### src/rtl/uart_receiver.sv
// 8N1 UART receive path: two-flop input synchronizer, mid-bit sampling FSM and a
// single-entry holding register with valid/ready handoff and error pulses.
module uart_receiver #(
    parameter int CLKFREQ  = 100_000_000,
    parameter int BAUDRATE = 115200
) (
    input  logic       sclk,
    input  logic       rstn,
    input  logic       uartRx,
    output logic [7:0] outByte,
    output logic       dataValid,
    input  logic       dataReady,
    output logic       framingErr,
    output logic       overrun,
    output logic       busy
);

    localparam int CLKS_PER_BIT = CLKFREQ / BAUDRATE;
    localparam int HALF_BIT     = CLKS_PER_BIT / 2;
    localparam int CNT_W        = $clog2(CLKS_PER_BIT);

    localparam logic [CNT_W-1:0] BIT_LAST  = CNT_W'(CLKS_PER_BIT - 1);
    localparam logic [CNT_W-1:0] HALF_LAST = CNT_W'(HALF_BIT - 1);
    localparam logic [CNT_W-1:0] CNT_ONE   = CNT_W'(1);

    typedef enum logic [2:0] {
        IDLE      = 3'd0,
        START     = 3'd1,
        DATA      = 3'd2,
        STOP      = 3'd3,
        WAIT_HIGH = 3'd4
    } state_t;

    state_t           state_r;
    logic             rxS1_r;
    logic             rxS_r;
    logic [CNT_W-1:0] bitCnt_r;
    logic [2:0]       bitIdx_r;
    logic [7:0]       shiftReg_r;
    logic             commitPend_r;
    logic [7:0]       outByte_r;
    logic             dataValid_r;
    logic             framingErr_r;
    logic             overrun_r;
    logic             busy_r;

    assign outByte    = outByte_r;
    assign dataValid  = dataValid_r;
    assign framingErr = framingErr_r;
    assign overrun    = overrun_r;
    assign busy       = busy_r;

    // Two-flop synchronizer for the asynchronous RX line, reset to the idle level.
    always_ff @(posedge sclk) begin
        if (!rstn) begin
            rxS1_r <= 1'b1;
            rxS_r  <= 1'b1;
        end else begin
            rxS1_r <= uartRx;
            rxS_r  <= rxS1_r;
        end
    end

    // Frame recovery FSM; a line returning high during the first half of the
    // start bit is treated as a glitch and drops straight back to IDLE.
    always_ff @(posedge sclk) begin
        if (!rstn) begin
            state_r      <= IDLE;
            bitCnt_r     <= '0;
            bitIdx_r     <= 3'd0;
            shiftReg_r   <= 8'h00;
            commitPend_r <= 1'b0;
            framingErr_r <= 1'b0;
            busy_r       <= 1'b0;
        end else begin
            commitPend_r <= 1'b0;
            framingErr_r <= 1'b0;
            case (state_r)
                IDLE: begin
                    bitCnt_r <= '0;
                    if (!rxS_r) begin
                        state_r <= START;
                        busy_r  <= 1'b1;
                    end
                end
                START: begin
                    if (rxS_r) begin
                        state_r  <= IDLE;
                        bitCnt_r <= '0;
                        busy_r   <= 1'b0;
                    end else if (bitCnt_r == HALF_LAST) begin
                        state_r  <= DATA;
                        bitCnt_r <= '0;
                        bitIdx_r <= 3'd0;
                    end else begin
                        bitCnt_r <= bitCnt_r + CNT_ONE;
                    end
                end
                DATA: begin
                    if (bitCnt_r == BIT_LAST) begin
                        shiftReg_r <= {rxS_r, shiftReg_r[7:1]};
                        bitCnt_r   <= '0;
                        if (bitIdx_r == 3'd7) begin
                            state_r <= STOP;
                        end else begin
                            bitIdx_r <= bitIdx_r + 3'd1;
                        end
                    end else begin
                        bitCnt_r <= bitCnt_r + CNT_ONE;
                    end
                end
                STOP: begin
                    if (bitCnt_r == BIT_LAST) begin
                        bitCnt_r <= '0;
                        if (rxS_r) begin
                            commitPend_r <= 1'b1;
                            state_r      <= IDLE;
                            busy_r       <= 1'b0;
                        end else begin
                            framingErr_r <= 1'b1;
                            state_r      <= WAIT_HIGH;
                        end
                    end else begin
                        bitCnt_r <= bitCnt_r + CNT_ONE;
                    end
                end
                WAIT_HIGH: begin
                    bitCnt_r <= '0;
                    if (rxS_r) begin
                        state_r <= IDLE;
                        busy_r  <= 1'b0;
                    end
                end
                default: begin
                    state_r  <= IDLE;
                    bitCnt_r <= '0;
                    busy_r   <= 1'b0;
                end
            endcase
        end
    end

    // Holding register: a commit always wins over a same-edge consume.
    always_ff @(posedge sclk) begin
        if (!rstn) begin
            outByte_r   <= 8'h00;
            dataValid_r <= 1'b0;
            overrun_r   <= 1'b0;
        end else begin
            overrun_r <= 1'b0;
            if (commitPend_r) begin
                outByte_r   <= shiftReg_r;
                dataValid_r <= 1'b1;
                overrun_r   <= dataValid_r & ~dataReady;
            end else if (dataValid_r && dataReady) begin
                dataValid_r <= 1'b0;
            end
        end
    end

endmodule

### config.mk
export PLATFORM = sky130hd
export DESIGN_NAME = uart_receiver
export DESIGN_NICKNAME = d
export VERILOG_FILES = /design/src/rtl/uart_receiver.sv
export SDC_FILE = /design/constraint.sdc
export NUM_CORES = 1
export LEC_CHECK = 0
export CAP_MARGIN = 0
export CELL_PAD_IN_SITES_DETAIL_PLACEMENT = 2
export CELL_PAD_IN_SITES_GLOBAL_PLACEMENT = 2
export CORE_MARGIN = 3
export CORE_UTILIZATION = 30
export CTS_BUF_LIST = sky130_fd_sc_hd__clkbuf_8
export CTS_CLUSTER_DIAMETER = 80
export CTS_CLUSTER_SIZE = 24
export DETAILED_ROUTE_END_ITERATION = 7
export PLACE_DENSITY = 0.65
export SLEW_MARGIN = 15
export SYNTH_ARGS = -nofsm -noshare
export SYNTH_HDL_FRONTEND = slang
export SYNTH_SLANG_ARGS = --single-unit
### constraint.sdc
create_clock -name sclk -period 2.1 [get_ports sclk]
set_input_delay 0.21 -clock sclk [delete_from_list [all_inputs] [get_ports sclk]]
set_output_delay 0.21 -clock sclk [all_outputs]
set_load 0.05 [all_outputs]
# Word-level counts from Yosys, hierarchy flattened
# Cells that the tools add are included.
# word_totals
reg_bits	39
input_bits	4
output_inout_bits	12
elab_cells	71
# classes
n_addsub	2
n_eq_ne	16
mux	26
n_bitwise	3
reduce_logical	12
# ops
cell	count
3-bit two-way mux	12
10-bit two-way mux	3
10-bit one-hot mux with 2 select lines	1
2-bit inequality test, second input constant	8
3-bit one-hot mux with 5 select lines	1
10-bit by 1-bit adder with 10-bit output, second input constant	1
10-bit == test, second input constant	1
10-bit by 9-bit == test with 1-bit output, second input constant	1
1-bit two-way mux	7
3-bit by 2-bit == test with 1-bit output, second input constant	2
3-bit == test, second input constant	2
3-bit one-hot mux with 2 select lines	1
3-bit AND reduction	2
6-bit AND reduction	1
5-bit AND reduction	1
1-bit one-hot mux with 4 select lines	1
2-bit AND reduction	2
2-bit nonzero test	2
2-bit OR reduction	2
3-bit by 1-bit adder with 3-bit output, second input constant	1
3-bit by 1-bit == test with 1-bit output, second input constant	1
3-bit zero test	1
3-bit inequality test, second input constant	1
1-bit NOT	2
other kinds (2)	2

# Logic depth before layout (Yosys ltp)
# Gate-level depths: netlist of the first run.
# depth
word_depth	4
depth_mapped	6
depth_no_buf	6

# Worst setup path after synthesis of the first run
# No wires, ideal clock.
# synth_timing
kind	register to register
from	register state_r[1]
to	register bitIdx_r[0]
setup_ns	0.072
arrival_time_ns	1.815
required_time_ns	2.028
slack_ns	0.213
stages_incl_launch_ff	6
path_buffers	1
period_less_slack_ns	1.887
cell_sequence	dfxtp_1 -> buf_4 -> or3b_2 -> or4_1 -> a21oi_1 -> mux2i_1
# synth_between
elab_chain_cells	3
elab_cells_between_ends	9
classes_between	eq/ne (6); mux (1); reduce/logical (2)
# synth_lines
item	line_no	rtl
start, declared	34	state_t state_r;
start signal, assigned	68	state_r <= IDLE;
start signal, assigned	82	state_r <= START;
start signal, assigned	88	state_r <= IDLE;
3-bit by 2-bit == test with 1-bit output / 3-bit by 1-bit == test with 1-bit output (equally long branches)	78	case (state_r)
2-bit inequality test (no line) / 2-bit nonzero test (equally long branches)	n/a	
5-bit AND reduction (no line)	n/a	
end signal, assigned	106	bitIdx_r <= bitIdx_r + 3'd1;
end, declared	38	logic [2:0] bitIdx_r;
# Several ways; a longest one is shown, not always the timed one.
# A chain may end at the register's enable or synchronous reset.

# Final worst setup path of the first run
# layout_timing
from	register bitCnt_r[8]
to	register state_r[2]
# layout_between
elab_chain_cells	3
elab_cells_between_ends	6
classes_between	eq/ne (5); reduce/logical (1)
# layout_lines
item	line_no	rtl
start, declared	37	logic [CNT_W-1:0] bitCnt_r;
start signal, assigned	96	bitCnt_r <= bitCnt_r + CNT_ONE;
start signal, assigned	109	bitCnt_r <= bitCnt_r + CNT_ONE;
start signal, assigned	124	bitCnt_r <= bitCnt_r + CNT_ONE;
10-bit by 9-bit == test with 1-bit output / 10-bit == test (equally long branches)	91, 100, 113	
3-bit inequality test (no line) / 2-bit inequality test (equally long branches)	n/a	
6-bit AND reduction (no line) (*)	n/a	
end signal, assigned	88	
end signal, assigned	92	state_r <= DATA;
end signal, assigned	104	state_r <= STOP;
# Mark *: on every way between the ends. The rest lies on a longest branch, timed or not.

==> run metrics, run 1 <==
status=completed; worst setup margin=0.1889 ns; number of flops mapped to enable cells by yosys=0; Hold Crit Class=register to register; DPL Wire Length=3.005 mm; Synth top area share=46.05%; first-pass GRT wire length=6.872 mm; worst setup path startpoint=bitCnt_r[8]; clock-pin slew on the worst setup and hold paths=0.07 ns; antenna-violating nets left=0; Reg-to-Reg End=state_r[2]; Setup Skew=0.007099 ns; combinational power share=3.3%; met2 wire len=2.067 mm; FF-to-FF path depth=5; placed insts=258; main area contributors after synthesis=dfxtp_1, mux2i_1, nor2b_1; Antenna Cells=0; Sum Neg Setup Slack=0 ns; P_leak=0.6788 nW; fin crit period=1.911 ns; TritonRoute pass-1 iters=4; vias in the first global route=1450; final core occ=38.87%; Synth cell types=40; gpl congestion=0.7694; post-route cell area=0.002048 mm^2; Seq pwr share=60.0%; IO buf count=15; Worst VDD drop=0.0002565 V; Min Hold Slack=0.4303 ns; Cell Int Power=0.9792 mW; Async S/R FF share, synth=0%; end point of the critical path=state_r[2]; sequential share of the synthesized area=46.05%; FF-to-FF Start=bitCnt_r[8]; Nets=203; final non-filler cell total=264; layout cells sized above 1=11.34%; M1 wire length=1.756 mm; H-tree depth=2; via count of the routed design=1265; initial antenna violation count=0; Area Growth Syn to Fin=20.81%; Total Routing Usage GR=13.81%; full die area=0.006589 mm^2; global route overflow=0; # rows=26; fmax=523.3 MHz; Hold-fix buffers, CTS=0; Core ar.=0.005270 mm^2; Synth warnings=0; Die Span X=81.18 um; CP Class=register to register; # resized after CTS=0; most frequent cell after synthesis=dfxtp_1; CP max stage cell=or3b_1; Slew HR=61.83%; post-CTS setup buffers=0; Mean Syn Cell Area=9.914 um^2; Top FF cell, synth=dfxtp_1; CTS max path bufs=2; Power, Total=1.242 mW; CP cell instances=or3b_1, buf_4, nor3_1, nand4_1, a21oi_1; CTS root buf=clkbuf_8; Post-Place Setup Slack=0.1249 ns; RSZ-0062 raised after global routing=no; Sw Ratio=21.13%; Commonest cells post-synth=dfxtp_1, mux2i_1, nor2_1; max-cap viol count=0; clock buffer count from CTS=5; vias per cell=4.792; crit path DAT=2.13 ns; Tcrit/Tclk final=91.00%; Post-DP Area=0.001972 mm^2; worst slew pin tran=0.5718 ns; flops & latches, synth=39; syn_nets=179; Starting Density=32.17%; Post-Route WL=3.991 mm; Max Used Layer=met4; Met3 Wirelength=88 um; Clk pwr share=36.7%; critical path fanouts, max=4; R2R Setup Slk=0.19 ns; Synth Instances=171; Startpoint Class=register; CP endpoint kind=register; Slew Viols, Final=0; I/O pins=16; DRC Markers=0; Worst-Skew Late Latency=0.29 ns; CTS Sinks=39; maximum number of pins on one net before global-route repair=32; Avg WL per Cell=15.12 um; P_sw=0.2624 mW; CP required=2.32 ns; Pwr Density=606.2 mW/mm^2; netlist area before placement=0.001695 mm^2; Finish-stage setup viols=0; Yosys top cell by area=dfxtp_1; die extent in y=81.18 um; Initial DRC Count=33; CTS tree=built; CP max stage delay=0.41 ns; Fin. Hold Viols=0
registers in the layout, indices dropped and copies added (netlist names), 3 cells and up:
signal,cells
state_r,3
bitCnt_r,10
shiftReg_r,8
bitIdx_r,3
outByte,8
critical path: cells and delay by family (launching register included):
family / cells / cell delay (ns)
AND/OR/NAND/NOR: 3 / 1.07
AO/OA/AOI/OAI: 1 / 0.20
flip-flops: 1 / 0.39
buffers and inverters: 1 / 0.18
cell usage in the layout (no fill, tap or decap), types with 2 or more instances in the layout:
master	instances
nand3b_1	2
nor2_1	18
nor3b_1	2
dfxtp_1	39
nor3_1	2
buf_4	10
inv_1	5
nand2b_1	5
xnor2_1	3
ha_1	4
o21a_1	2
xor2_1	5
or4_1	2
nor2b_1	17
nand2_1	8
nand4_1	3
nand3_1	4
mux2i_1	19
clkdlybuf4s50_1	15
a21oi_1	3
clkbuf_8	5
and3_1	2
cell families after synthesis:
family / count (synthesis) / share of synthesized area, %
flops: 39 / 46.05
compound gates: 15 / 6.938
mux: 20 / 11.88
buf+inv: 12 / 3.026
fa+ha+maj: 4 / 2.952
xor+xnor: 8 / 4.133
simple gates: 73 / 25.02
power by group through the flow:
stage / Sequential, mW / Combinational, mW / Clock, mW
finish: 0.745 / 0.0405 / 0.456
global route: 0.745 / 0.0437 / 0.524
CTS: 0.745 / 0.0414 / 0.477
detailed placement: 0.762 / 0.0412 / 0
global placement: 0.762 / 0.0397 / 0
floorplan: 0.767 / 0.0193 / 0
layer usage:
| layer | vias to the layer above | track usage [%] |
|---|---|---|
| met1 | 614 | 15.58 |
| met5 | - | 0 |
| met4 | 0 | 7.264 |
| met2 | 16 | 24.06 |
| li1 | 629 | - |
| met3 | 6 | 3.215 |
area by class of cell:
class | instances | area [um^2]
clock buffer | 5 | 68.82
clock inverter | 1 | 3.754
fill | 575 | 3222
inverter | 4 | 15.01
multi-input combinational | 120 | 867.1
sequential | 39 | 780.7
tap | 70 | 87.58
timing repair buffer | 25 | 225.2
worst min-delay path by stage:
stage	depth (start not counted)	slack, ns	startpoint	end
3_3_place_gp	1	0.40	rxS1_r	rxS_r
6_report	1	0.43	rxS1_r	rxS_r
4_1_cts	1	0.44	rxS1_r	rxS_r
2_1_floorplan	1	0.31	uartRx	rxS1_r
3_5_place_dp	1	0.41	rxS1_r	rxS_r
5_1_grt	1	0.47	rxS1_r	rxS_r
Note: power is estimated with default switching activity, not from simulation.
==> run 2, diff against run 1 <==
--- a/config.mk
+++ b/config.mk
@@ -15,7 +15,7 @@
 export CTS_CLUSTER_SIZE = 24
 export DETAILED_ROUTE_END_ITERATION = 7
 export PLACE_DENSITY = 0.65
-export SLEW_MARGIN = 15
+export SLEW_MARGIN = 20
 export SYNTH_ARGS = -nofsm -noshare
 export SYNTH_HDL_FRONTEND = slang
 export SYNTH_SLANG_ARGS = --single-unit
==> results of run 2 <==
Same layout as run 1: the final DEF is identical, and so are final timing and power.
==> run 3, diff against run 2 <==
--- a/config.mk
+++ b/config.mk
@@ -5,13 +5,11 @@
 export SDC_FILE = /design/constraint.sdc
 export NUM_CORES = 1
 export LEC_CHECK = 0
-export CAP_MARGIN = 0
 export CELL_PAD_IN_SITES_DETAIL_PLACEMENT = 2
 export CELL_PAD_IN_SITES_GLOBAL_PLACEMENT = 2
 export CORE_MARGIN = 3
 export CORE_UTILIZATION = 30
 export CTS_BUF_LIST = sky130_fd_sc_hd__clkbuf_8
-export CTS_CLUSTER_DIAMETER = 80
 export CTS_CLUSTER_SIZE = 24
 export DETAILED_ROUTE_END_ITERATION = 7
 export PLACE_DENSITY = 0.65
==> results of run 3 <==
Same layout as run 1: the final DEF is identical, and so are final timing and power.
